### src/rtl/key_pkg.sv
// Shared channel state encoding, 50 MHz timing defaults and counter sizing helper
// for the push-button / slide-switch front end.
package key_pkg;

    typedef enum logic [1:0] {
        RELEASED      = 2'd0,
        PRESS_CHECK   = 2'd1,
        PRESSED       = 2'd2,
        RELEASE_CHECK = 2'd3
    } key_state_e;

    localparam int unsigned DEF_CNT_W                = 25;
    localparam int unsigned DEF_DEBOUNCE_CYCLES      = 1_000_000;  // 20 ms at 50 MHz
    localparam int unsigned DEF_REPEAT_DELAY_CYCLES  = 25_000_000; // 500 ms
    localparam int unsigned DEF_REPEAT_PERIOD_CYCLES = 5_000_000;  // 100 ms

    // Bits needed to hold max_val; a value fits a W-bit counter iff this is <= W.
    function automatic int unsigned cnt_width(input int unsigned max_val);
        int unsigned w;
        w = 1;
        for (int i = 1; i < 32; i++) begin
            if ((max_val >> i) != 0) w = i + 1;
        end
        return w;
    endfunction

endpackage

### src/rtl/key_debounce_channel.sv
// One input channel: 2-FF synchronizer, debounce FSM and optional auto-repeat.
// All outputs are registered.
module key_debounce_channel
    import key_pkg::*;
#(
    parameter bit          ACTIVE_LOW           = 1'b0,
    parameter int unsigned CNT_W                = DEF_CNT_W,
    parameter int unsigned DEBOUNCE_CYCLES      = DEF_DEBOUNCE_CYCLES,
    parameter int unsigned REPEAT_DELAY_CYCLES  = 0,
    parameter int unsigned REPEAT_PERIOD_CYCLES = 1
) (
    input  logic clk,
    input  logic reset,
    input  logic raw_in,
    output logic pressed,
    output logic press_pulse,
    output logic release_pulse,
    output logic repeat_pulse
);

    localparam bit             RPT_EN      = (REPEAT_DELAY_CYCLES != 0);
    localparam logic           IDLE_LEVEL  = ACTIVE_LOW;
    localparam logic [CNT_W-1:0] DB_LAST   = CNT_W'(DEBOUNCE_CYCLES - 1);
    localparam logic [CNT_W-1:0] DLY_LAST  = CNT_W'(REPEAT_DELAY_CYCLES - 1);
    localparam logic [CNT_W-1:0] PER_LAST  = CNT_W'(REPEAT_PERIOD_CYCLES - 1);

    logic [1:0]       sync_q, sync_d;
    key_state_e       state_q, state_d;
    logic [CNT_W-1:0] cnt_q, cnt_d;
    logic [CNT_W-1:0] rpt_cnt_q, rpt_cnt_d;
    logic             phase_q, phase_d;
    logic             pressed_q, pressed_d;
    logic             press_pulse_q, press_pulse_d;
    logic             release_pulse_q, release_pulse_d;
    logic             repeat_pulse_q, repeat_pulse_d;
    logic             s;

    always_comb begin
        sync_d          = {sync_q[0], raw_in};
        s               = sync_q[1] ^ ACTIVE_LOW;
        state_d         = state_q;
        cnt_d           = cnt_q;
        rpt_cnt_d       = rpt_cnt_q;
        phase_d         = phase_q;
        press_pulse_d   = 1'b0;
        release_pulse_d = 1'b0;
        repeat_pulse_d  = 1'b0;

        // Counters only ever climb to their *_LAST value before being reloaded,
        // so they cannot wrap as long as the parameters fit CNT_W.
        case (state_q)
            RELEASED: begin
                if (s) begin
                    state_d = PRESS_CHECK;
                    cnt_d   = CNT_W'(1);
                end
            end
            PRESS_CHECK: begin
                if (!s) begin
                    state_d = RELEASED;
                    cnt_d   = '0;
                end else if (cnt_q == DB_LAST) begin
                    state_d       = PRESSED;
                    cnt_d         = '0;
                    rpt_cnt_d     = '0;
                    press_pulse_d = 1'b1;
                end else begin
                    cnt_d = cnt_q + 1'b1;
                end
            end
            PRESSED: begin
                if (!s) begin
                    state_d = RELEASE_CHECK;
                    cnt_d   = CNT_W'(1);
                end else if (RPT_EN) begin
                    if (rpt_cnt_q == (phase_q ? PER_LAST : DLY_LAST)) begin
                        repeat_pulse_d = 1'b1;
                        rpt_cnt_d      = '0;
                        phase_d        = 1'b1;
                    end else begin
                        rpt_cnt_d = rpt_cnt_q + 1'b1;
                    end
                end
            end
            RELEASE_CHECK: begin
                // rpt_cnt is deliberately held here so a short release bounce
                // does not restart the repeat schedule.
                if (s) begin
                    state_d = PRESSED;
                    cnt_d   = '0;
                end else if (cnt_q == DB_LAST) begin
                    state_d         = RELEASED;
                    cnt_d           = '0;
                    rpt_cnt_d       = '0;
                    phase_d         = 1'b0;
                    release_pulse_d = 1'b1;
                end else begin
                    cnt_d = cnt_q + 1'b1;
                end
            end
            default: begin
                state_d = RELEASED;
                cnt_d   = '0;
            end
        endcase

        pressed_d = (state_d == PRESSED) || (state_d == RELEASE_CHECK);
    end

    always_ff @(posedge clk) begin
        if (reset) begin
            sync_q          <= {2{IDLE_LEVEL}};
            state_q         <= RELEASED;
            cnt_q           <= '0;
            rpt_cnt_q       <= '0;
            phase_q         <= 1'b0;
            pressed_q       <= 1'b0;
            press_pulse_q   <= 1'b0;
            release_pulse_q <= 1'b0;
            repeat_pulse_q  <= 1'b0;
        end else begin
            sync_q          <= sync_d;
            state_q         <= state_d;
            cnt_q           <= cnt_d;
            rpt_cnt_q       <= rpt_cnt_d;
            phase_q         <= phase_d;
            pressed_q       <= pressed_d;
            press_pulse_q   <= press_pulse_d;
            release_pulse_q <= release_pulse_d;
            repeat_pulse_q  <= repeat_pulse_d;
        end
    end

    assign pressed       = pressed_q;
    assign press_pulse   = press_pulse_q;
    assign release_pulse = release_pulse_q;
    assign repeat_pulse  = repeat_pulse_q;

endmodule

### src/rtl/key_conditioner.sv
// DE1-SoC input front end: debounced key levels/pulses with auto-repeat and
// debounced switch levels, one independent channel per physical input.
module key_conditioner
    import key_pkg::*;
#(
    parameter int unsigned NUM_KEYS             = 4,
    parameter int unsigned NUM_SW               = 4,
    parameter int unsigned CNT_W                = DEF_CNT_W,
    parameter int unsigned DEBOUNCE_CYCLES      = DEF_DEBOUNCE_CYCLES,
    parameter int unsigned REPEAT_DELAY_CYCLES  = DEF_REPEAT_DELAY_CYCLES,
    parameter int unsigned REPEAT_PERIOD_CYCLES = DEF_REPEAT_PERIOD_CYCLES
) (
    input  logic                clk,
    input  logic                reset,
    input  logic [NUM_KEYS-1:0] key_n,
    input  logic [NUM_SW-1:0]   sw,
    output logic [NUM_KEYS-1:0] key_pressed,
    output logic [NUM_KEYS-1:0] key_press_pulse,
    output logic [NUM_KEYS-1:0] key_release_pulse,
    output logic [NUM_KEYS-1:0] key_repeat_pulse,
    output logic [NUM_SW-1:0]   sw_stable
);

    localparam int unsigned NUM_CH = NUM_KEYS + NUM_SW;

    if (DEBOUNCE_CYCLES < 2 || cnt_width(DEBOUNCE_CYCLES) > CNT_W) begin : g_bad_debounce
        $error("key_conditioner: DEBOUNCE_CYCLES must be in 2..2^CNT_W-1");
    end
    if (cnt_width(REPEAT_DELAY_CYCLES) > CNT_W) begin : g_bad_delay
        $error("key_conditioner: REPEAT_DELAY_CYCLES must be below 2^CNT_W");
    end
    if (REPEAT_PERIOD_CYCLES < 1 || cnt_width(REPEAT_PERIOD_CYCLES) > CNT_W) begin : g_bad_period
        $error("key_conditioner: REPEAT_PERIOD_CYCLES must be in 1..2^CNT_W-1");
    end

    logic [NUM_CH-1:0] pressed_all;
    logic [NUM_CH-1:0] press_all;
    logic [NUM_CH-1:0] release_all;
    logic [NUM_CH-1:0] repeat_all;

    // Channels [0, NUM_KEYS) are active-low keys; the rest are switches with repeat off.
    for (genvar gi = 0; gi < NUM_CH; gi++) begin : g_ch
        if (gi < NUM_KEYS) begin : g_key
            key_debounce_channel #(
                .ACTIVE_LOW           (1'b1),
                .CNT_W                (CNT_W),
                .DEBOUNCE_CYCLES      (DEBOUNCE_CYCLES),
                .REPEAT_DELAY_CYCLES  (REPEAT_DELAY_CYCLES),
                .REPEAT_PERIOD_CYCLES (REPEAT_PERIOD_CYCLES)
            ) u_ch (
                .clk           (clk),
                .reset         (reset),
                .raw_in        (key_n[gi]),
                .pressed       (pressed_all[gi]),
                .press_pulse   (press_all[gi]),
                .release_pulse (release_all[gi]),
                .repeat_pulse  (repeat_all[gi])
            );
        end else begin : g_sw
            key_debounce_channel #(
                .ACTIVE_LOW           (1'b0),
                .CNT_W                (CNT_W),
                .DEBOUNCE_CYCLES      (DEBOUNCE_CYCLES),
                .REPEAT_DELAY_CYCLES  (0),
                .REPEAT_PERIOD_CYCLES (1)
            ) u_ch (
                .clk           (clk),
                .reset         (reset),
                .raw_in        (sw[gi-NUM_KEYS]),
                .pressed       (pressed_all[gi]),
                .press_pulse   (press_all[gi]),
                .release_pulse (release_all[gi]),
                .repeat_pulse  (repeat_all[gi])
            );
        end
    end

    assign key_pressed       = pressed_all[NUM_KEYS-1:0];
    assign key_press_pulse   = press_all[NUM_KEYS-1:0];
    assign key_release_pulse = release_all[NUM_KEYS-1:0];
    assign key_repeat_pulse  = repeat_all[NUM_KEYS-1:0];
    assign sw_stable         = pressed_all[NUM_CH-1:NUM_KEYS];

    // Switch channels produce pulses nobody consumes.
    logic [2:0] sw_pulses_unused;
    assign sw_pulses_unused = {|press_all[NUM_CH-1:NUM_KEYS],
                               |release_all[NUM_CH-1:NUM_KEYS],
                               |repeat_all[NUM_CH-1:NUM_KEYS]};

endmodule

### config.mk
export PLATFORM = sky130hd
export DESIGN_NAME = key_conditioner
export DESIGN_NICKNAME = d
export VERILOG_FILES = /design/src/rtl/key_pkg.sv /design/src/rtl/key_debounce_channel.sv /design/src/rtl/key_conditioner.sv
export SDC_FILE = /design/constraint.sdc
export NUM_CORES = 1
export LEC_CHECK = 0
export ABC_AREA = 1
export BUFFER_PORTS_ARGS = -buffer_cell sky130_fd_sc_hd__buf_2
export CAP_MARGIN = 10
export CORE_MARGIN = 2
export CORE_UTILIZATION = 69
export DETAILED_ROUTE_END_ITERATION = 10
export PLACE_DENSITY = 0.84
export SLEW_MARGIN = 20
export SYNTH_ARGS = -nofsm -noshare
export SYNTH_HDL_FRONTEND = slang
export SYNTH_SLANG_ARGS = --single-unit
export TNS_END_PERCENT = 100
### constraint.sdc
create_clock -name clk -period 2.9 [get_ports clk]
set_input_delay 0.435 -clock clk [delete_from_list [all_inputs] [get_ports clk]]
set_output_delay 0.435 -clock clk [all_outputs]
set_load 0.01 [all_outputs]
# Word level (Yosys, flattened, before mapping)
# Index checks and enable logic that the tools add are counted.
[op_classes] add_sub_neg=12 n_mul=0 div_mod_pow=0 n_lt_le_gt_ge=0 eq_ne=88 shift=0 mux=160 bitwise=16 n_reduce_logical=52
[ops] operator="$mux W25" count=64
[ops] operator="$pmux W25 S4" count=8
[ops] operator="$add A25 B1 Y25 const B" count=12
[ops] operator="$pmux W25 S3" count=4
[ops] operator="$eq A25 B20 Y1 const B" count=8
[ops] operator="$eq A25 B25 Y1" count=4
[ops] operator="$mux W2" count=48
[ops] operator="$eq A2 B2 Y1 const B" count=32
[ops] operator="$pmux W2 S4" count=8
[ops] operator="$ne A2 B1 Y1 const B" count=20
[ops] operator="$reduce_or A3 Y1" count=12
[ops] operator="$ne A2 B2 Y1 const B" count=16
[ops] operator="$mux W1" count=24
[ops] operator="$reduce_and A5 Y1" count=4
[ops] operator="$eq A2 B1 Y1 const B" count=8
[ops] operator="$logic_not A2 Y1" count=8
[ops] operator="$not A1 Y1" count=16
[ops] operator="$reduce_and A2 Y1" count=8
[ops] operator="$reduce_and A4 Y1" count=4
[ops] operator="$reduce_bool A3 Y1" count=4
[ops] operator="$logic_or A1 B1 Y1" count=8
[ops] operator="$pmux W1 S2" count=4
[ops] operator="$reduce_bool A2 Y1" count=4
[totals] register_bits=356 latch_bits=0 ramBits=0 romBits=0 inputBits=10 output_inout_bits=20 memories=0

# Longest topological paths before layout
# Gate-level depths: netlist of run 1.
[depth] depth_word=6 ltp_mapped=13 depth_no_buf=13

# Cells and area by module
# From an unflattened synthesis of run 1, not the netlist that was laid out.
[hier_totals] cells_unflattened=3251 area_unflattened_um2=20629.8
[modules_own_cells] module="key_debounce_channel (g_ch[0].g_key.u_ch ...)" instances=4 cells_each=530 area_per_inst_um2=3345.7 seq_area_each_um2=1181.1
[modules_own_cells] module="key_debounce_channel (g_ch[4].g_sw.u_ch ...)" instances=3 cells_each=271 area_per_inst_um2=1729.2 seq_area_each_um2=620.6
[modules_own_cells] module="key_debounce_channel (g_ch[7].g_sw.u_ch)" instances=1 cells_each=306 area_per_inst_um2=1969.4 seq_area_each_um2=640.6
[modules_own_cells] module="key_conditioner" instances=1 cells_each=12 area_per_inst_um2=90.1 seq_area_each_um2=0.0

# Worst setup path before layout of run 1
# No wires, ideal clock.
[synth_timing] kind="reg-to-reg" startpoint="reg g_ch[2].g_key.u_ch.cnt_q[0]" endpoint="reg g_ch[2].g_key.u_ch.rpt_cnt_q[22]" setup_time_ns=0.117 t_arrival_ns=1.581 t_required_ns=2.783 slack_ns=1.202 path_stages_with_launch=12 path_buffers=1 path_cell_list="dfxtp_1 ha_1 nand2_1 nor2_1 nand2_1 nor2_2 nand4_2 nand2_4 nand2_4 buf_6 o21ai_0 nor2_1"
[synth_via] elab_chain_cells=4 word_cells_on_any_way=5 classes_between="1 x eq/ne; 4 x mux"
[synth_lines] item="start: declaration" line="key_debounce_channel.sv:29" source="logic [CNT_W-1:0] cnt_q, cnt_d;"
[synth_lines] item="start signal: assignment" line="key_debounce_channel.sv:124" source="cnt_q <= cnt_d;"
[synth_lines] item="$eq A25 B20 Y1 (*)" line="key_debounce_channel.sv:62, key_debounce_channel.sv:91"
[synth_lines] item="$mux W25 (*)"
[synth_lines] item="$mux W25, on equally long branches"
[synth_lines] item="$pmux W25 S3 (*)"
[synth_lines] item="end signal: assignment" line="key_debounce_channel.sv:125" source="rpt_cnt_q <= rpt_cnt_d;"
[synth_lines] item="end: declaration" line="key_debounce_channel.sv:30" source="logic [CNT_W-1:0] rpt_cnt_q, rpt_cnt_d;"
# Every way passes the cells marked *; elsewhere a longest branch is shown, timed or not. The select of a mux whose other input is x is not followed.
# A chain may end at the register's enable or synchronous reset.

# Worst setup path after layout of run 1
[layout_timing] startpoint="reg g_ch[2].g_key.u_ch.cnt_q[0]" endpoint="reg g_ch[2].g_key.u_ch.cnt_q[12]"
[layout_via] elab_chain_cells=4 word_cells_on_any_way=6 classes_between="1 x add/sub; 1 x eq/ne; 4 x mux"
[layout_lines] item="$add A25 B1 Y25 / $eq A25 B20 Y1 (equally long branches)"
[layout_lines] item="$mux W25 (*)" line="key_debounce_channel.sv:62, key_debounce_channel.sv:91"
[layout_lines] item="$mux W25, on equally long branches" line="key_debounce_channel.sv:88, key_debounce_channel.sv:59"
[layout_lines] item="$pmux W25 S4 (*)" line="key_debounce_channel.sv:51" source="case (state_q)"
# Every way passes the cells marked *; elsewhere a longest branch is shown, timed or not.

==> metrics.md, run 1 <==
| Metric | Value |
|---|---|
| Run status | `finished clean` |
| R2R depth | `12` |
| Num rows | `62` |
| Starting DRT DRC Count | `about 1600` |
| CP startpoint | `g_ch[2].g_key.u_ch.cnt_q[0]` |
| WP buf/inv | `1` |
| CTS Root Buffer Type | `clkbuf_16` |
| Synthesized Nets | `roughly 3200` |
| Crit path largest cell delay | `between 0.3 and 0.4 ns` |
| CP max FO | `11` |
| Die Span Y | `between 150 and 200 um` |
| Slowest-stage cell, CP | `dfxtp_1` |
| Die width | `between 150 and 200 um` |
| RSZ-0062 raised after global routing | `false` |
| Final-stage net count | `3156` |
| Critical setup path kind | `flop to flop` |
| Worst EP arrival | `2.66 ns` |
| Top Family by Delay on Critical Path | `simple AND/OR/NAND/NOR gates` |
| Hold path startpoint | `key_n[3]` |
| Layout area overhead | `8.00%` |
| GRT overflow | `0` |
| Async SR Flop Fraction | `0` |
| Syn avg cell area | `6.34 um2` |
| Clock Path Buffers | `3` |
| First-pass GRT wire length | `between 80000 and 90000 um` |
| Max cap viols | `0` |
| CTS resizes | `0` |
| Setup TNS | `0 ns` |
| Post-synth EDFFs | `0` |
| Fin util | `0.751` |
| PortBufs | `29` |
| Hold Crit Depth | `2` |
| Fraction of layout cells with a size suffix above 1 | `0.0579` |
| Core box area | `~0.029 mm2` |
| Slew HR | `0.526` |
| FMAX | `approximately 0.44 GHz` |
| Worst Setup Start Kind | `flop` |
| Vias/cell | `5.55` |
| Post-synthesis sequential area ratio | `0.359` |
| HPWL after detailed placement | `between 30000 and 40000 um` |
| CTS sink cnt | `~360` |
| Yosys warning count | `0` |
| GRT Util Overall | `0.304` |
| Max-slew violations | `0` |
| Hold Crit Class | `primary input to flop` |
| Fin crit period | `approximately 2.2 ns` |
| Slew @ Worst Pin | `slightly above 0.7 ns` |
| Final hold viol count | `0` |
| Critical R2R Launch | `g_ch[2].g_key.u_ch.cnt_q[0]` |
| Clock Pin Slew Worst Setup and Hold Paths | `about 0.06 ns` |
| Final WS setup | `0.651 ns` |
| Cell Area, Synth | `0.0199 mm2` |
| Max VDD drop | `roughly 500 uV` |
| Initial cell density of the core | `0.696` |
| Post-CTS Setup Repair Bufs | `0` |
| Detail Route Antenna Nets | `0` |
| Drc violations | `0` |
| Vias | `around 20000` |
| Initial antenna violation count | `0` |
| Tcrit/Tclk final | `0.776` |
| Total detailed-routing wirelength | `~46000 um` |
| Netlist cell types | `52` |
| Clock skew | `0.0161 ns` |
| Yosys reg bits | `356` |
| Crit. End Element | `flop` |
| Pre-CTS WS | `around 0.55 ns` |
| Clock latency on the worst-skew pair | `~0.53 ns` |
| CP most frequent cell | `nand2_1` |
| Full die area | `~0.030 mm2` |
| Detailed Routing Iterations Pass 1 | `6` |
| # diodes | `0` |
| Final non-filler cell total | `roughly 3500` |
| Leakage | `~8.5 nW` |
| CTS tree | `yes` |
| CP cell instances | `ha_1 > nand2_1 > nor2_1 > nand2_1 > nor2_2 > nand2_1 > nand3_1 > nand2_1 > nand2_1 > inv_1 > o21ai_0 > a21oi_1` |
| Synth Flop Type | `dfxtp_1` |
| DR WL/cell | `around 13 um` |
| Htree depth | `2` |
| Vias in the first global route | `around 19000` |
| Setup Viol. Count Final | `0` |
| Gpl congestion | `approximately 0.95` |
| Cell Pwr Density | `~480 mW/mm2` |
| Cells after Synth | `3134` |
| # IOs | `30` |
| # hold bufs at CTS | `0` |
| Pin count of the biggest net entering global routing | `73` |
| WP data required | `~3.3 ns` |
| Placed cells | `between 3000 and 4000` |
| Clock buffer count from CTS | `39` |
| Crit. path cell count | `12` |
==> logic make-up (layout without fill, tap and decap cells) <==
family          Yosys count  in the layout  share of synthesized area
fa+ha+maj                12             12                    0.00756
compound gates          284            284                     0.0783
xor+xnor                 84             84                     0.0371
flops                   356            356                      0.359
simple gates           1865           1865                      0.407
buf+inv                 533            561                      0.111
==> area by class of cell <==
type | instances | area, um2
Multi-Input combinational cell | 2245 | 10500
Fill cell | 2343 | 7100
Sequential cell | 356 | 7130
Timing Repair Buffer | 41 | 263
Inverter | 451 | 1700
Clock inverter | 22 | 287
Tap cell | 384 | 480
Clock buffer | 47 | 1070
==> worst paths after layout <==
kind                                                endpoint  slack (ns)
worst min-delay path            g_ch[3].g_key.u_ch.sync_q[0]        0.08
worst max register to register  g_ch[2].g_key.u_ch.cnt_q[12]        0.65
worst max-delay path            g_ch[2].g_key.u_ch.cnt_q[12]        0.65
worst min register to register  g_ch[3].g_key.u_ch.sync_q[1]        0.41
==> worst reg2reg max path, cell delays in order (launching register included) <==
cell     delay, ns
dfxtp_1       0.37
ha_1          0.22
nand2_1       0.07
nor2_1        0.13
nand2_1       0.08
nor2_2        0.17
nand2_1       0.10
nand3_1       0.12
nand2_1       0.07
nand2_1       0.35
inv_1         0.26
o21ai_0       0.14
a21oi_1       0.06
==> sequential cells by signal, summed over array words and instances (netlist names) <==
register,cells
g_ch.g_key.u_ch.cnt_q,100
g_ch.g_key.u_ch.phase_q,4
g_ch.g_key.u_ch.press_pulse,4
g_ch.g_key.u_ch.pressed,4
g_ch.g_key.u_ch.release_pulse,4
g_ch.g_key.u_ch.repeat_pulse,4
g_ch.g_key.u_ch.rpt_cnt_q,100
g_ch.g_key.u_ch.state_q,8
g_ch.g_key.u_ch.sync_q,8
g_ch.g_sw.u_ch.cnt_q,100
g_ch.g_sw.u_ch.pressed,4
g_ch.g_sw.u_ch.state_q,8
g_ch.g_sw.u_ch.sync_q,8
==> synthesized netlist by cell type (12+ instances only) <==
library cell | count | area, um2
xor2_1 | 60 | 526
nor3b_1 | 14 | 105
nand3_1 | 243 | 1220
nand2_2 | 14 | 87.6
nor4_1 | 23 | 144
o21ai_0 | 94 | 470
clkbuf_1 | 20 | 75.1
ha_1 | 12 | 150
buf_4 | 25 | 188
nand2_1 | 790 | 2970
or2_2 | 13 | 81.3
dfxtp_1 | 356 | 7130
nand4_1 | 95 | 594
nor3_1 | 121 | 606
buf_2 | 23 | 115
nor2_2 | 19 | 119
a21oi_1 | 138 | 691
xnor2_1 | 24 | 210
nor2_1 | 502 | 1880
inv_1 | 440 | 1650
==> placed cells by master (no fill, tap or decap), types with 11 or more instances in the layout <==
cell,count
xor2_1,60
a21oi_1,138
nor4_1,23
nand2_2,14
nand3_1,243
nor2_2,19
nor2_1,502
nor3b_1,14
nor3_1,121
clkbuf_16,40
inv_1,439
nand4_1,95
or2_2,13
xnor2_1,24
o21ai_0,94
nand2_1,790
clkinv_2,11
ha_1,12
dfxtp_1,356
buf_4,11
buf_2,28
==> power breakdown <==
group / internal, mW / switching [mW] / leakage [nW]
clock: 3.17 / 2.03 / 0.665
sequential: 4.91 / 0.0152 / 2.87
combinational: 0.0563 / 0.177 / 5.01
==> through the flow <==
step / cell area, um2 / total power, mW / hold WS [ns]
finish: 21400 / 10.4 / 0.0795
global route: 21400 / 10.6 / 0.0860
CTS: 21400 / 10.4 / 0.0678
detailed placement: 20100 / 5.26 / 0.398
global placement: 20100 / 5.26 / 0.392
floorplan: 19900 / 5.19 / 0.388
==> metal layers <==
metal / GRT usage / wire (um)
met5: 0 / 0
met4: 0.105 / 1100
met3: 0.0384 / 2770
met2: 0.533 / 22200
met1: 0.387 / 20000
No activity file was read; power rests on OpenSTA's default activity.
==> run 2: changes to the inputs <==
--- a/config.mk
+++ b/config.mk
@@ -9,9 +9,9 @@
 export BUFFER_PORTS_ARGS = -buffer_cell sky130_fd_sc_hd__buf_2
 export CAP_MARGIN = 10
 export CORE_MARGIN = 2
-export CORE_UTILIZATION = 69
+export CORE_UTILIZATION = 58
 export DETAILED_ROUTE_END_ITERATION = 10
-export PLACE_DENSITY = 0.84
+export PLACE_DENSITY = 0.75
 export SLEW_MARGIN = 20
 export SYNTH_ARGS = -nofsm -noshare
 export SYNTH_HDL_FRONTEND = slang
==> constraint.sdc (replaced) <==
create_clock -name clk -period 2 [get_ports clk]
set_input_delay 0.3 -clock clk [delete_from_list [all_inputs] [get_ports clk]]
set_output_delay 0.3 -clock clk [all_outputs]
set_load 0.01 [all_outputs]
==> metrics.md, run 2 (synthesis results as in run 1) <==
| Metric | Value |
|---|---|
| HPWL after detailed placement | `about 34000 um` |
| Final WS setup | `0.0968 ns` |
| Max VDD drop | `about 900 uV` |
| Hold Crit Class | `primary input to flop` |
| Die Span Y | `roughly 190 um` |
| Placed cells | `between 3000 and 4000` |
| Gpl congestion | `0.962` |
| CTS tree | `yes` |
| Full die area | `~0.036 mm2` |
| Clock latency on the worst-skew pair | `between 0.5 and 0.6 ns` |
| Detailed Routing Iterations Pass 1 | `5` |
| Crit. End Element | `flop` |
| Fin Hold WS | `roughly 0.15 ns` |
| Vias in the first global route | `around 18000` |
| Clock buffer count from CTS | `41` |
| FMAX | `approximately 0.53 GHz` |
| Slew HR | `0.689` |
| Post-route cell area | `~0.022 mm2` |
| Cell Pwr Density | `685 mW/mm2` |
| Commonest non-fill, non-tap cells in the layout | `nand2_1, nor2_1, inv_1` |
| Clock skew | `0.0251 ns` |
| CTS sink cnt | `approximately 360` |
| Pin count of the biggest net entering global routing | `between 60 and 70` |
| CP max FO | `18` |
| Final non-filler cell total | `around 3700` |
| # IOs | `30` |
| CP most frequent cell | `nand2_4` |
| PortBufs | `29` |
| Setup TNS | `0 ns` |
| Num rows | `67` |
| Run status | `finished clean` |
| Design Power | `roughly 15 mW` |
| Total detailed-routing wirelength | `approximately 47000 um` |
| Critical setup path kind | `flop to flop` |
| Max-slew violations | `0` |
| Regs by FF count | `g_ch.g_key.u_ch.cnt_q x100, g_ch.g_key.u_ch.rpt_cnt_q x100, g_ch.g_sw.u_ch.cnt_q x100` |
| GRT Util Overall | `0.262` |
| Worst Setup Start Kind | `flop` |
| Top Family by Delay on Critical Path | `simple AND/OR/NAND/NOR gates` |
| Die width | `between 150 and 200 um` |
| WP data required | `between 2 and 2.5 ns` |
| Slowest-stage cell, CP | `dfxtp_1` |
| Initial cell density of the core | `0.591` |
| Detail Route Antenna Nets | `0` |
| Clock Path Buffers | `3` |
| Htree depth | `2` |
| GRT overflow | `0` |
| Slew @ Worst Pin | `about 0.46 ns` |
| Clock Pin Slew Worst Setup and Hold Paths | `about 0.060 ns` |
| Fin util | `0.665` |
| Tcrit/Tclk final | `0.952` |
| Worst EP arrival | `between 2 and 2.5 ns` |
| CP cell instances | `inv_1 > nor2_1 > nand3_1 > nor2_4 > nand2_4 > nand2_4 > nand2_4 > nor2_2 > nor2_4 > inv_2 > nor2_1` |
| Core box area | `between 0.03 and 0.04 mm2` |
| Drc violations | `0` |
| Final hold viol count | `0` |
| Leakage | `8.93 nW` |
| Area after DPL | `between 0.02 and 0.025 mm2` |
| RSZ-0062 raised after global routing | `true` |
| Fin crit period | `between 1.5 and 2 ns` |
| First-pass GRT wire length | `slightly above 80000 um` |
| Crit path largest cell delay | `approximately 0.41 ns` |
| # diodes | `0` |
| Vias | `approximately 20000` |
| Setup Viol. Count Final | `0` |
| Initial antenna violation count | `0` |
| Layout area overhead | `12.6%` |
| Most common cell after layout, fill and taps aside | `nand2_1` |
| DR WL/cell | `12.8 um` |
| Starting DRT DRC Count | `about 1300` |
| WP buf/inv | `2` |
| Vias/cell | `around 5.3` |
| Pre-CTS WS | `around 0.045 ns` |
| Max cap viols | `0` |
| Fraction of layout cells with a size suffix above 1 | `0.0862` |
| Final-stage net count | `3231` |
| CTS Root Buffer Type | `clkbuf_16` |
[run 2: timing repair]
item	CTS	global route
setup buffers	0	7
hold buffers	8	0
resized for setup	0	57
setup endpoints to repair	0	122
hold endpoints to repair	8	0
[run 2: worst paths after layout]
kind,startpoint,endpoint,slack (ns),cells after the start
worst max-delay path,g_ch[1].g_key.u_ch.cnt_q[9],g_ch[1].g_key.u_ch.rpt_cnt_q[19],0.1,11
worst min-delay path,reset,g_ch[0].g_key.u_ch.phase_q,0.15,4
worst min register to register,g_ch[2].g_key.u_ch.sync_q[0],g_ch[2].g_key.u_ch.sync_q[1],0.41,1
worst max register to register,g_ch[1].g_key.u_ch.cnt_q[9],g_ch[1].g_key.u_ch.rpt_cnt_q[19],0.1,11
[run 2: layer usage]
metal / track usage / share of wire / up-vias / wire length, um
li1: - / - / 10122 / -
met1: 0.343 / 0.46 / 8942 / 21500
met2: 0.442 / 0.47 / 490 / 22100
met3: 0.0430 / 0.052 / 90 / 2460
met4: 0.0811 / 0.023 / 0 / 1060
met5: 0 / 0 / - / 0
[run 2: worst reg2reg max path: stages (launching register included)]
cell,delay (ns)
dfxtp_1,0.41
inv_1,0.10
nor2_1,0.14
nand3_1,0.15
nor2_4,0.16
nand2_4,0.11
nand2_4,0.12
nand2_4,0.16
nor2_2,0.20
nor2_4,0.09
inv_2,0.11
nor2_1,0.05
[run 2: area by class of cell]
cell class | instances | area, um2
sequential | 356 | 7130
timing repair buffer | 114 | 872
clock buffer | 55 | 1140
clock inverter | 16 | 260
multi-input combinational | 2245 | 10700
fill | 3048 | 11300
inverter | 451 | 1720
tap | 448 | 561
[run 2: where the power goes]
group	switching (mW)	internal, mW	leakage [nW]	total [mW]
clock network	3.00	4.78	0.689	7.78
logic	0.266	0.119	5.37	0.386
registers	0.0225	7.12	2.87	7.14
==> run 3: changes to the inputs <==
--- a/config.mk
+++ b/config.mk
@@ -5,13 +5,13 @@
 export SDC_FILE = /design/constraint.sdc
 export NUM_CORES = 1
 export LEC_CHECK = 0
-export ABC_AREA = 1
 export BUFFER_PORTS_ARGS = -buffer_cell sky130_fd_sc_hd__buf_2
 export CAP_MARGIN = 10
 export CORE_MARGIN = 2
-export CORE_UTILIZATION = 58
+export CORE_UTILIZATION = 57
 export DETAILED_ROUTE_END_ITERATION = 10
-export PLACE_DENSITY = 0.75
+export MAX_ROUTING_LAYER = met4
+export PLACE_DENSITY = 0.74
 export SLEW_MARGIN = 20
 export SYNTH_ARGS = -nofsm -noshare
 export SYNTH_HDL_FRONTEND = slang
==> metrics.md, run 3 <==
| Metric | Value |
|---|---|
| Run status | `finished, violations left` |
| Failing checks | `negative setup slack` |
| Final hold viol count | `0` |
| CP max FO | `10` |
| Max VDD drop | `687 uV` |
| CTS tree | `yes` |
| Detail Route Antenna Nets | `0` |
| Most common cell after layout, fill and taps aside | `dfxtp_1` |
| # diodes | `0` |
| Crit. End Element | `flop` |
| Slew HR | `0.440` |
| Clk network pwr share | `0.500` |
| Max-slew violations | `0` |
| CTS Root Buffer Type | `clkbuf_16` |
| Cells after Synth | `around 2000` |
| Sequential Power Share | `0.465` |
| Post-synthesis sequential area ratio | `0.425` |
| Tcrit/Tclk final | `1.16` |
| Max cap viols | `0` |
| Core box area | `0.0289 mm2` |
| Die Span Y | `about 180 um` |
| WP data required | `approximately 2.5 ns` |
| Pin count of the biggest net entering global routing | `55` |
| Slew @ Worst Pin | `approximately 0.84 ns` |
| Die width | `175 um` |
| Area after DPL | `~0.019 mm2` |
| Detailed Routing Iterations Pass 1 | `6` |
| Commonest cells post-synth | `dfxtp_1, nor2_1, nand2_1` |
| PortBufs | `29` |
| Vias/cell | `just under 6` |
| FMAX | `between 0.4 and 0.5 GHz` |
| HPWL after detailed placement | `approximately 27000 um` |
| Starting DRT DRC Count | `between 1000 and 1500` |
| Syn avg cell area | `roughly 8.3 um2` |
| Top-count cell post-synth | `dfxtp_1` |
| Full die area | `0.0308 mm2` |
| Fin crit period | `between 2 and 2.5 ns` |
| Fraction of layout cells with a size suffix above 1 | `0.291` |
| Clock Pin Slew Worst Setup and Hold Paths | `approximately 0.060 ns` |
| Clock latency on the worst-skew pair | `about 0.54 ns` |
| Layout area overhead | `35.6%` |
| Cell Pwr Density | `675 mW/mm2` |
| Netlist cell types | `68` |
| Async SR Flop Fraction | `0` |
| Yosys warning count | `0` |
| Yosys reg bits | `between 300 and 400` |
| Cell Area, Synth | `approximately 0.017 mm2` |
| Vias in the first global route | `~16000` |
| Worst Setup Start Kind | `flop` |
| Synthesized Nets | `between 2000 and 2500` |
| Internal Power | `around 12 mW` |
| Worst EP arrival | `2.79 ns` |
| CTS sink cnt | `between 300 and 400` |
| Gate power share | `0.034` |
| GRT Util Overall | `0.278` |
| Regs by FF count | `g_ch.g_key.u_ch.cnt_q x100, g_ch.g_key.u_ch.rpt_cnt_q x100, g_ch.g_sw.u_ch.cnt_q x100` |
| Post-synth EDFFs | `0` |
| GRT overflow | `0` |
| Most area-consuming cells after synthesis | `dfxtp_1, xor2_1, nor2_1, nand2_1, xnor2_1` |
| Switching Share | `0.215` |
| RSZ-0062 raised after global routing | `true` |
| Critical setup path kind | `flop to flop` |
| Initial antenna violation count | `0` |
| Fin util | `0.788` |
| Synth Flop Type | `dfxtp_1` |
| Total detailed-routing wirelength | `approximately 46000 um` |
| Vias | `16302` |
| Hold Crit Class | `primary input to flop` |
| Clock skew | `0.0189 ns` |
| Num rows | `62` |
| Drc violations | `0` |
| Switching pwr | `3.30 mW` |
| Gpl congestion | `around 0.9` |
| Final WS setup | `-0.322 ns` |
| Htree depth | `2` |
| Cell taking the most area after synthesis | `dfxtp_1` |
| # IOs | `30` |
| First-pass GRT wire length | `between 70000 and 80000 um` |
| Final-stage net count | `around 2300` |
| Setup Viol. Count Final | `between 150 and 200` |
| DR WL/cell | `around 17 um` |
| Yosys top cell area share | `0.425` |
| Post-route cell area | `between 0.02 and 0.025 mm2` |
| Initial cell density of the core | `0.581` |
| Leakage | `between 8 and 9 nW` |
| Clock Path Buffers | `3` |
| Clock buffer count from CTS | `40` |
| Commonest non-fill, non-tap cells in the layout | `dfxtp_1, nor2_1, buf_4` |
-- run 3: cell types whose count changed after synthesis, sizes merged, moves of 53 or more --
cell / change
nand2: -636
inv: -424
nor2: -193
nand3: -145
a21oi: -85
xor2: +84
nor3: -53
-- run 3: layer usage --
metal,GRT usage,vias to the layer above,wire length [um]
met3,0.0418,133,2490
li1,-,7809,-
met4,0.0837,0,1300
met5,-,-,0
met2,0.470,544,22800
met1,0.343,7816,19500
-- run 3: cell families after synthesis --
family,share of synthesized area
DFF,0.425
xor gates and xnor gates,0.110
adders and majority gates,0.00896
buffers and inverters,0.0314
muxes,0.00478
AOI/OAI and AO/OA,0.106
and+or+nand+nor,0.313
-- run 3: worst paths after layout --
check,startpoint,end,slack [ns],depth (start not counted)
worst max register to register,g_ch[2].g_key.u_ch.cnt_q[20],g_ch[2].g_key.u_ch.rpt_cnt_q[10],-0.32,7
worst max-delay path,g_ch[2].g_key.u_ch.cnt_q[20],g_ch[2].g_key.u_ch.rpt_cnt_q[10],-0.32,7
worst min-delay path,sw[3],g_ch[7].g_sw.u_ch.sync_q[0],0.02,2
worst min register to register,g_ch[3].g_key.u_ch.sync_q[0],g_ch[3].g_key.u_ch.sync_q[1],0.42,1
-- run 3: layout make-up --
| cell class | instances | area (um2) |
|---|---|---|
| sequential | 356 | 7170 |
| timing repair buffer | 363 | 3120 |
| fill | 1787 | 6130 |
| clock inverter | 14 | 203 |
| tap | 384 | 480 |
| clock buffer | 55 | 1170 |
| inverter | 26 | 97.6 |
| multi-input combinational | 1537 | 10500 |
-- run 3: what timing repair did --
action | CTS | global route
hold buffers | 7 | 0
resized for setup | 101 | 235
cloned | 12 | 7
pin swaps | 42 | 95
setup buffers | 26 | 23
setup endpoints to repair | 206 | 292
endpoints found under the hold margin | 7 | 0
-- run 3: power by group through the flow --
| stage | Combinational [mW] | Clock, mW | Sequential, mW |
|---|---|---|---|
| final | 0.524 | 7.68 | 7.15 |
| after detailed placement | 0.368 | 0 | 7.30 |
| after CTS | 0.497 | 7.74 | 7.14 |
| after global routing | 0.554 | 8.05 | 7.15 |
| after global placement | 0.363 | 0 | 7.30 |
| after floorplan | 0.219 | 0 | 7.30 |
-- run 3: critical path, cell delays in order, from the launching register on --
cell and delay (ns):
dfxtp_2 0.31, or4_1 0.50, or4_4 0.53, o31ai_4 0.23
buf_12 0.18, nand2_2 0.06, or3_1 0.32, a21oi_1 0.13
-- run 3: per-stage QoR --
step / TNS, ns / total power [mW] / setup slack (ns) / hold slack, ns / cells
after floorplan: -10.41 / 7.52 / -0.306 / 0.389 / 2008
after global placement: -17.53 / 7.67 / -0.297 / 0.392 / 2600
after detailed placement: -25.19 / 7.67 / -0.335 / 0.408 / 2600
after CTS: -22.09 / 15.4 / -0.307 / 0.00710 / 2714
after global routing: -39.94 / 15.8 / -0.380 / 0.0232 / 2735
final: -28.30 / 15.4 / -0.322 / 0.0172 / 2735
